## config.mk

```make
export PLATFORM = sky130hd
export DESIGN_NAME = cga_alu_ralu_seq
export DESIGN_NICKNAME = d
export VERILOG_FILES = /design/src/rtl/cga_alu_ralu_seq.sv
export SDC_FILE = /design/constraint.sdc
export NUM_CORES = 1
export LEC_CHECK = 0
export CAP_MARGIN = 20
export CORE_UTILIZATION = 57
export DETAILED_ROUTE_END_ITERATION = 6
export DONT_BUFFER_PORTS = 1
export PLACE_DENSITY = 0.74
export RECOVER_POWER = 100
export SYNTH_ARGS = -nofsm -noshare
export SYNTH_HDL_FRONTEND = slang
export SYNTH_SLANG_ARGS = --single-unit
```

## constraint.sdc

```tcl
create_clock -name sysclk -period 4.15 [get_ports sysclk]
set_input_delay 0.6225 -clock sysclk [delete_from_list [all_inputs] [get_ports sysclk]]
set_output_delay 0.6225 -clock sysclk [all_outputs]
set_load 0.005 [all_outputs]
```

## src/rtl/cga_alu_ralu_seq.sv

```systemverilog
// cga_alu_ralu_seq
// Registered operand-select / add / logic datapath that sits between the
// register-file read ports (RN, S) and the ALU result bus. It also holds an
// iterative shift-add unsigned multiplier.
//
// Ports:
//   sysclk, sys_rst      clock (rising edge); synchronous active-high reset
//   START, OP            request (sampled only in IDLE); 0 = ALU op, 1 = multiply
//   RN, S                A / B operands (WIDTH bits)
//   RSN, ALUI4           invert the A / B operand paths
//   LOG, FSEL            logic result select; logic function (0 = AND, 1 = XOR)
//   CI, CSEL             external carry-in; 1 = chain from the registered CRY
//   BUSY, DONE           multiply in progress; one-cycle result-valid pulse
//   F, FH                result, or product low half / product high half
//   CRY, OVF, SGR, ZF    carry, overflow, signed-greater and zero flags
//
// ALU ops complete in one edge and never raise BUSY. A multiply latches its
// operands, then runs WIDTH shift-add steps. The final step writes {FH,F} and
// the flags. Results hold between operations and while a multiply runs.
module cga_alu_ralu_seq #(
    parameter int WIDTH  = 16,
    parameter bit MUL_EN = 1'b1
) (
    input  logic             sysclk,
    input  logic             sys_rst,
    input  logic             START,
    input  logic             OP,
    input  logic [WIDTH-1:0] RN,
    input  logic [WIDTH-1:0] S,
    input  logic             RSN,
    input  logic             ALUI4,
    input  logic             LOG,
    input  logic             FSEL,
    input  logic             CI,
    input  logic             CSEL,
    output logic             BUSY,
    output logic             DONE,
    output logic [WIDTH-1:0] F,
    output logic [WIDTH-1:0] FH,
    output logic             CRY,
    output logic             OVF,
    output logic             SGR,
    output logic             ZF
);

    localparam int CW  = $clog2(WIDTH);
    localparam int MSB = WIDTH - 1;

    typedef enum logic {
        S_IDLE,
        S_MUL
    } state_t;

    state_t             state_q, state_d;
    logic [WIDTH-1:0]   f_q, f_d;
    logic [WIDTH-1:0]   fh_q, fh_d;
    logic               cry_q, cry_d;
    logic               ovf_q, ovf_d;
    logic               sgr_q, sgr_d;
    logic               zf_q, zf_d;
    logic               done_q, done_d;
    logic [WIDTH-1:0]   mcand_q, mcand_d;
    logic [2*WIDTH-1:0] acc_q, acc_d;
    logic [CW-1:0]      cnt_q, cnt_d;

    logic [WIDTH-1:0]   a, b, logic_res, alu_f;
    logic               cin;
    logic [WIDTH:0]     sum;
    logic [WIDTH:0]     step_sum;
    logic [2*WIDTH-1:0] acc_step;

    // Operand mux, adder and logic unit
    always_comb begin
        a         = RSN ? ~RN : RN;
        b         = ALUI4 ? ~S : S;
        cin       = CSEL ? cry_q : CI;
        sum       = {1'b0, a} + {1'b0, b} + {{WIDTH{1'b0}}, cin};
        logic_res = FSEL ? (a ^ b) : (a & b);
        alu_f     = LOG ? logic_res : sum[WIDTH-1:0];
    end

    // One shift-add step. The upper half accumulates partial products. The
    // lower half starts as the multiplier and is consumed LSB-first as the
    // product shifts in from above. After WIDTH steps {hi,lo} = A*B.
    always_comb begin
        step_sum = {1'b0, acc_q[2*WIDTH-1:WIDTH]}
                 + (acc_q[0] ? {1'b0, mcand_q} : {(WIDTH+1){1'b0}});
        acc_step = {step_sum, acc_q[WIDTH-1:1]};
    end

    always_comb begin
        state_d = state_q;
        f_d     = f_q;
        fh_d    = fh_q;
        cry_d   = cry_q;
        ovf_d   = ovf_q;
        sgr_d   = sgr_q;
        zf_d    = zf_q;
        done_d  = 1'b0;
        mcand_d = mcand_q;
        acc_d   = acc_q;
        cnt_d   = cnt_q;
        case (state_q)
            S_IDLE: begin
                if (START) begin
                    if (OP && MUL_EN) begin
                        state_d = S_MUL;
                        mcand_d = a;
                        acc_d   = {{WIDTH{1'b0}}, b};
                        cnt_d   = '0;
                    end else begin
                        f_d    = alu_f;
                        fh_d   = '0;
                        cry_d  = ~LOG & sum[WIDTH];
                        // Overflow always comes from the adder, even when
                        // the logic result is selected.
                        ovf_d  = (a[MSB] == b[MSB]) & (sum[MSB] != a[MSB]);
                        sgr_d  = (~a[MSB] & ~b[MSB]) | (~a[MSB] & ~alu_f[MSB])
                               | (~b[MSB] & ~alu_f[MSB]);
                        zf_d   = (alu_f == '0);
                        done_d = 1'b1;
                    end
                end
            end
            S_MUL: begin
                acc_d = acc_step;
                if (cnt_q == CW'(WIDTH - 1)) begin
                    cnt_d   = '0;
                    state_d = S_IDLE;
                    f_d     = acc_step[WIDTH-1:0];
                    fh_d    = acc_step[2*WIDTH-1:WIDTH];
                    cry_d   = 1'b0;
                    ovf_d   = |acc_step[2*WIDTH-1:WIDTH];
                    sgr_d   = 1'b0;
                    zf_d    = ~|acc_step;
                    done_d  = 1'b1;
                end else begin
                    cnt_d = cnt_q + CW'(1);
                end
            end
            default: state_d = S_IDLE;
        endcase
    end

    always_ff @(posedge sysclk) begin
        if (sys_rst) begin
            state_q <= S_IDLE;
            f_q     <= '0;
            fh_q    <= '0;
            cry_q   <= 1'b0;
            ovf_q   <= 1'b0;
            sgr_q   <= 1'b0;
            zf_q    <= 1'b0;
            done_q  <= 1'b0;
            mcand_q <= '0;
            acc_q   <= '0;
            cnt_q   <= '0;
        end else begin
            state_q <= state_d;
            f_q     <= f_d;
            fh_q    <= fh_d;
            cry_q   <= cry_d;
            ovf_q   <= ovf_d;
            sgr_q   <= sgr_d;
            zf_q    <= zf_d;
            done_q  <= done_d;
            mcand_q <= mcand_d;
            acc_q   <= acc_d;
            cnt_q   <= cnt_d;
        end
    end

    assign BUSY = (state_q == S_MUL);
    assign DONE = done_q;
    assign F    = f_q;
    assign FH   = fh_q;
    assign CRY  = cry_q;
    assign OVF  = ovf_q;
    assign SGR  = sgr_q;
    assign ZF   = zf_q;

endmodule

```

==> insert_results.sql <==
INSERT INTO impl_metrics (metric_group, metric, value, unit) VALUES
('run_status', 'run_status', 'finished, violations left', ''),
('run_status', 'failing_checks', 'max-capacitance violations, max-slew violations', ''),
('clock_network', 'tritoncts', 'yes', ''),
('clock_network', 'holdBufCountCts', '0', ''),
('timing', 'final_min_period_over_clock_period', '91.5', '%'),
('detailed_routing', 'dr_total_vias', '5746', ''),
('final_layout', 'antenna_diode_instance_count', '0', ''),
('clock_network', 'post_cts_resize_count', '0', ''),
('worst_hold_path', 'whs_endpoint', 'acc_q[2]', ''),
('clock_network', 'cts.path.max_buffers', '2', ''),
('worst_hold_path', 'hold_class', 'input pin to flop', ''),
('power', 'ir_worst_vdd', '0.219', 'mV'),
('synthesis', 'synthMostInstantiatedCell', 'sky130_fd_sc_hd__nor2_1', ''),
('final_layout', 'num-nets-final', '842', ''),
('critical_path', 'cpPeakStageDelay', '0.54', 'ns'),
('global_route', 'first_global_vias', '5464', ''),
('detailed_routing', 'drcViolationCount', '0', ''),
('synthesis', 'synth_commonest_cells', '100 x sky130_fd_sc_hd__nor2_1, 90 x sky130_fd_sc_hd__dfxtp_1, 71 x sky130_fd_sc_hd__a21oi_1, 71 x sky130_fd_sc_hd__nand2_1', ''),
('critical_path', 'timing.rr.end', 'OVF', ''),
('worst_hold_path', 'hp-start', 'sys_rst', ''),
('power', 'power_density', '346', 'nW/µm²'),
('detailed_routing', 'drt_first_pass_iters', '5', ''),
('critical_path', 'cp.required', '4.43', 'ns'),
('clock_network', 'insertion_delay', '0.38', 'ns'),
('synthesis', 'postSynthNetCount', '870', ''),
('die', 'die_w', '105', 'µm'),
('synthesis', 'synth_top_cell_by_area', 'sky130_fd_sc_hd__dfxtp_1', ''),
('die', 'io_pins', '80', ''),
('global_route', 'initial_antenna_violation_count', '0', ''),
('timing', 'worst-slew-pin-transition', '2.13', 'ns'),
('timing', 'timing.final.max_slew_violations', '52', ''),
('synthesis', 'synth.cell_area', '6100', 'µm²'),
('synthesis', 'postSynth.asyncResetShare', '0', '%'),
('synthesis', 'yosysSeqAreaShare', '29.5', '%'),
('critical_path', 'worstSetupEndpointType', 'flop', ''),
('critical_path', 'path_class', 'flop to flop', ''),
('synthesis', 'synthesis.yosys.warnings', '0', ''),
('timing', 'fin_setup_tns', '0', 'ns'),
('power', 'power.leakage', '2.56', 'nW'),
('clock_network', 'clk_slew_on_worst_s_h_paths', '0.10', 'ns'),
('synthesis', 'yosys.cell_types.count', '61', ''),
('synthesis', 'dominantRegCellSynth', 'sky130_fd_sc_hd__dfxtp_1', ''),
('synthesis', 'yosys_register_bits', '90', ''),
('clock_network', 'clock_sink_count', '90', ''),
('global_route', 'grt.overflow.total', '0', ''),
('timing', 'rsz0062_at_grt', 'false', ''),
('die', 'core', '10400', 'µm²'),
('detailed_routing', 'route.detailed.vias_per_inst', '6.35', ''),
('place', 'postPlaceCellArea', '6160', 'µm²'),
('synthesis', 'synth-edff-count', '0', ''),
('synthesis', 'avgSynthCellArea', '7.70', 'µm²'),
('die', 'die_footprint', '11100', 'µm²'),
('final_layout', 'drive_above_1_share', '5.07', '%'),
('die', 'dieHeight', '105', 'µm'),
('place', 'hpwl', '13800', 'µm'),
('critical_path', 'r2r.worst_path.cells', '12', ''),
('timing', 'final.hold.worst_slack', '0.305', 'ns'),
('clock_network', 'number_of_buffers_inserted_by_post_cts_setup_repair', '0', ''),
('clock_network', 'ctsRootBufferMaster', 'sky130_fd_sc_hd__clkbuf_8', ''),
('detailed_routing', 'wl_per_cell', '19.9', 'µm'),
('global_route', 'grt_max_degree', '93', ''),
('final_layout', 'syn2layout_area_growth', '4.18', '%'),
('place', 'gpl.final_weighted_congestion', '0.948', ''),
('timing', 'hold_violations', '0', ''),
('critical_path', 'setup.worst_path.start_class', 'flop', ''),
('power', 'report.power.total', '2.20', 'mW'),
('job', 'cap_viol_max_count', '1', ''),
('timing', 'worst_rel_slew_slack', '-41.9', '%'),
('place', 'i_o_buffers', '0', ''),
('global_route', 'groute.usage.overall', '33.1', '%'),
('critical_path', 'highest_net_fanout_along_the_worst_path', '17', '');
[registers in the layout, summed over array words and instances, names as in the netlist]
| register | count |
|---|---|
| SGR | 1 |
| BUSY | 1 |
| ZF | 1 |
| F | 16 |
| DONE | 1 |
| FH | 16 |
| acc_q | 32 |
| mcand_q | 16 |
| OVF | 1 |
| CRY | 1 |
| cnt_q | 4 |
[worst max path at each step]
| stage | slack, ns | to | depth (start not counted) |
|---|---|---|---|
| 5_1_grt | 0.11 | ZF | 12 |
| 4_1_cts | 0.36 | ZF | 12 |
| 3_3_place_gp | 0.52 | OVF | 12 |
| 2_1_floorplan | 0.20 | SGR | 12 |
| 6_report | 0.35 | OVF | 12 |
| 3_5_place_dp | 0.39 | OVF | 12 |
[cell type report]
| cell class | count | area [µm²] |
|---|---|---|
| Clock buffer | 9 | 124 |
| Clock inverter | 7 | 95.1 |
| Fill cell | 974 | 4020 |
| Inverter | 17 | 63.8 |
| Multi-Input combinational cell | 635 | 4040 |
| Sequential cell | 90 | 1800 |
| Tap cell | 136 | 170 |
| Timing Repair Buffer | 11 | 65.1 |
[cell usage in the layout (no fill, tap or decap), drive strengths merged, types with 4 or more instances in the layout]
cell type	instances
clkbuf	14
a22oi	18
o21a	9
nand2	71
and3	8
and2	19
o21ai	37
nor2	100
o22ai	5
nor2b	22
nor3	40
buf	6
mux2i	17
ha	34
inv	20
dfxtp	90
a221oi	7
o31ai	4
a21oi	73
nor4	10
nand3b	4
nand3	10
a21o	14
or3	6
xnor2	21
a211oi	14
nor3b	5
xor2	35
a31oi	5
a211o	5
[critical path, delay by kind of cell (launching register included)]
kind | cells | cell delay, ns
xor+xnor | 1 | 0.11
fa+ha+maj | 2 | 0.69
simple gates | 5 | 1.64
compound gates | 4 | 0.83
flops | 1 | 0.44
[metrics by stage]
| stage | util, % | std cells | setup slack (ns) |
|---|---|---|---|
| floorplan | - | 792 | 0.201 |
| global placement | 59.4 | 889 | 0.515 |
| detailed placement | 59.4 | 889 | 0.386 |
| CTS | 61.5 | 905 | 0.356 |
| global route | 61.3 | 905 | 0.114 |
| finish | 61.3 | 905 | 0.355 |
[power by group]
group,switching (mW),leakage (nW),internal [mW],total (mW)
sequential,0.0406,0.732,0.901,0.942
combinational,0.361,1.72,0.235,0.596
clock,0.365,0.111,0.296,0.662
[per-layer routing]
layer	routed length, µm	track usage (%)
met5	0	0
met4	622	13.4
met3	1280	7.92
met2	8370	52.8
met1	7740	42.9
[cells by family (layout without fill, tap and decap cells)]
logic type | count (synthesis) | count (layout) | share of synthesized area [%]
buf+inv | 67 | 44 | 4.21
compound gates | 213 | 213 | 23.0
xor+xnor | 56 | 56 | 8.04
mux | 20 | 20 | 3.34
fa+ha+maj | 36 | 36 | 7.63
flops | 90 | 90 | 29.5
simple gates | 310 | 310 | 24.3
Note: power is estimated with default switching activity, not from simulation.
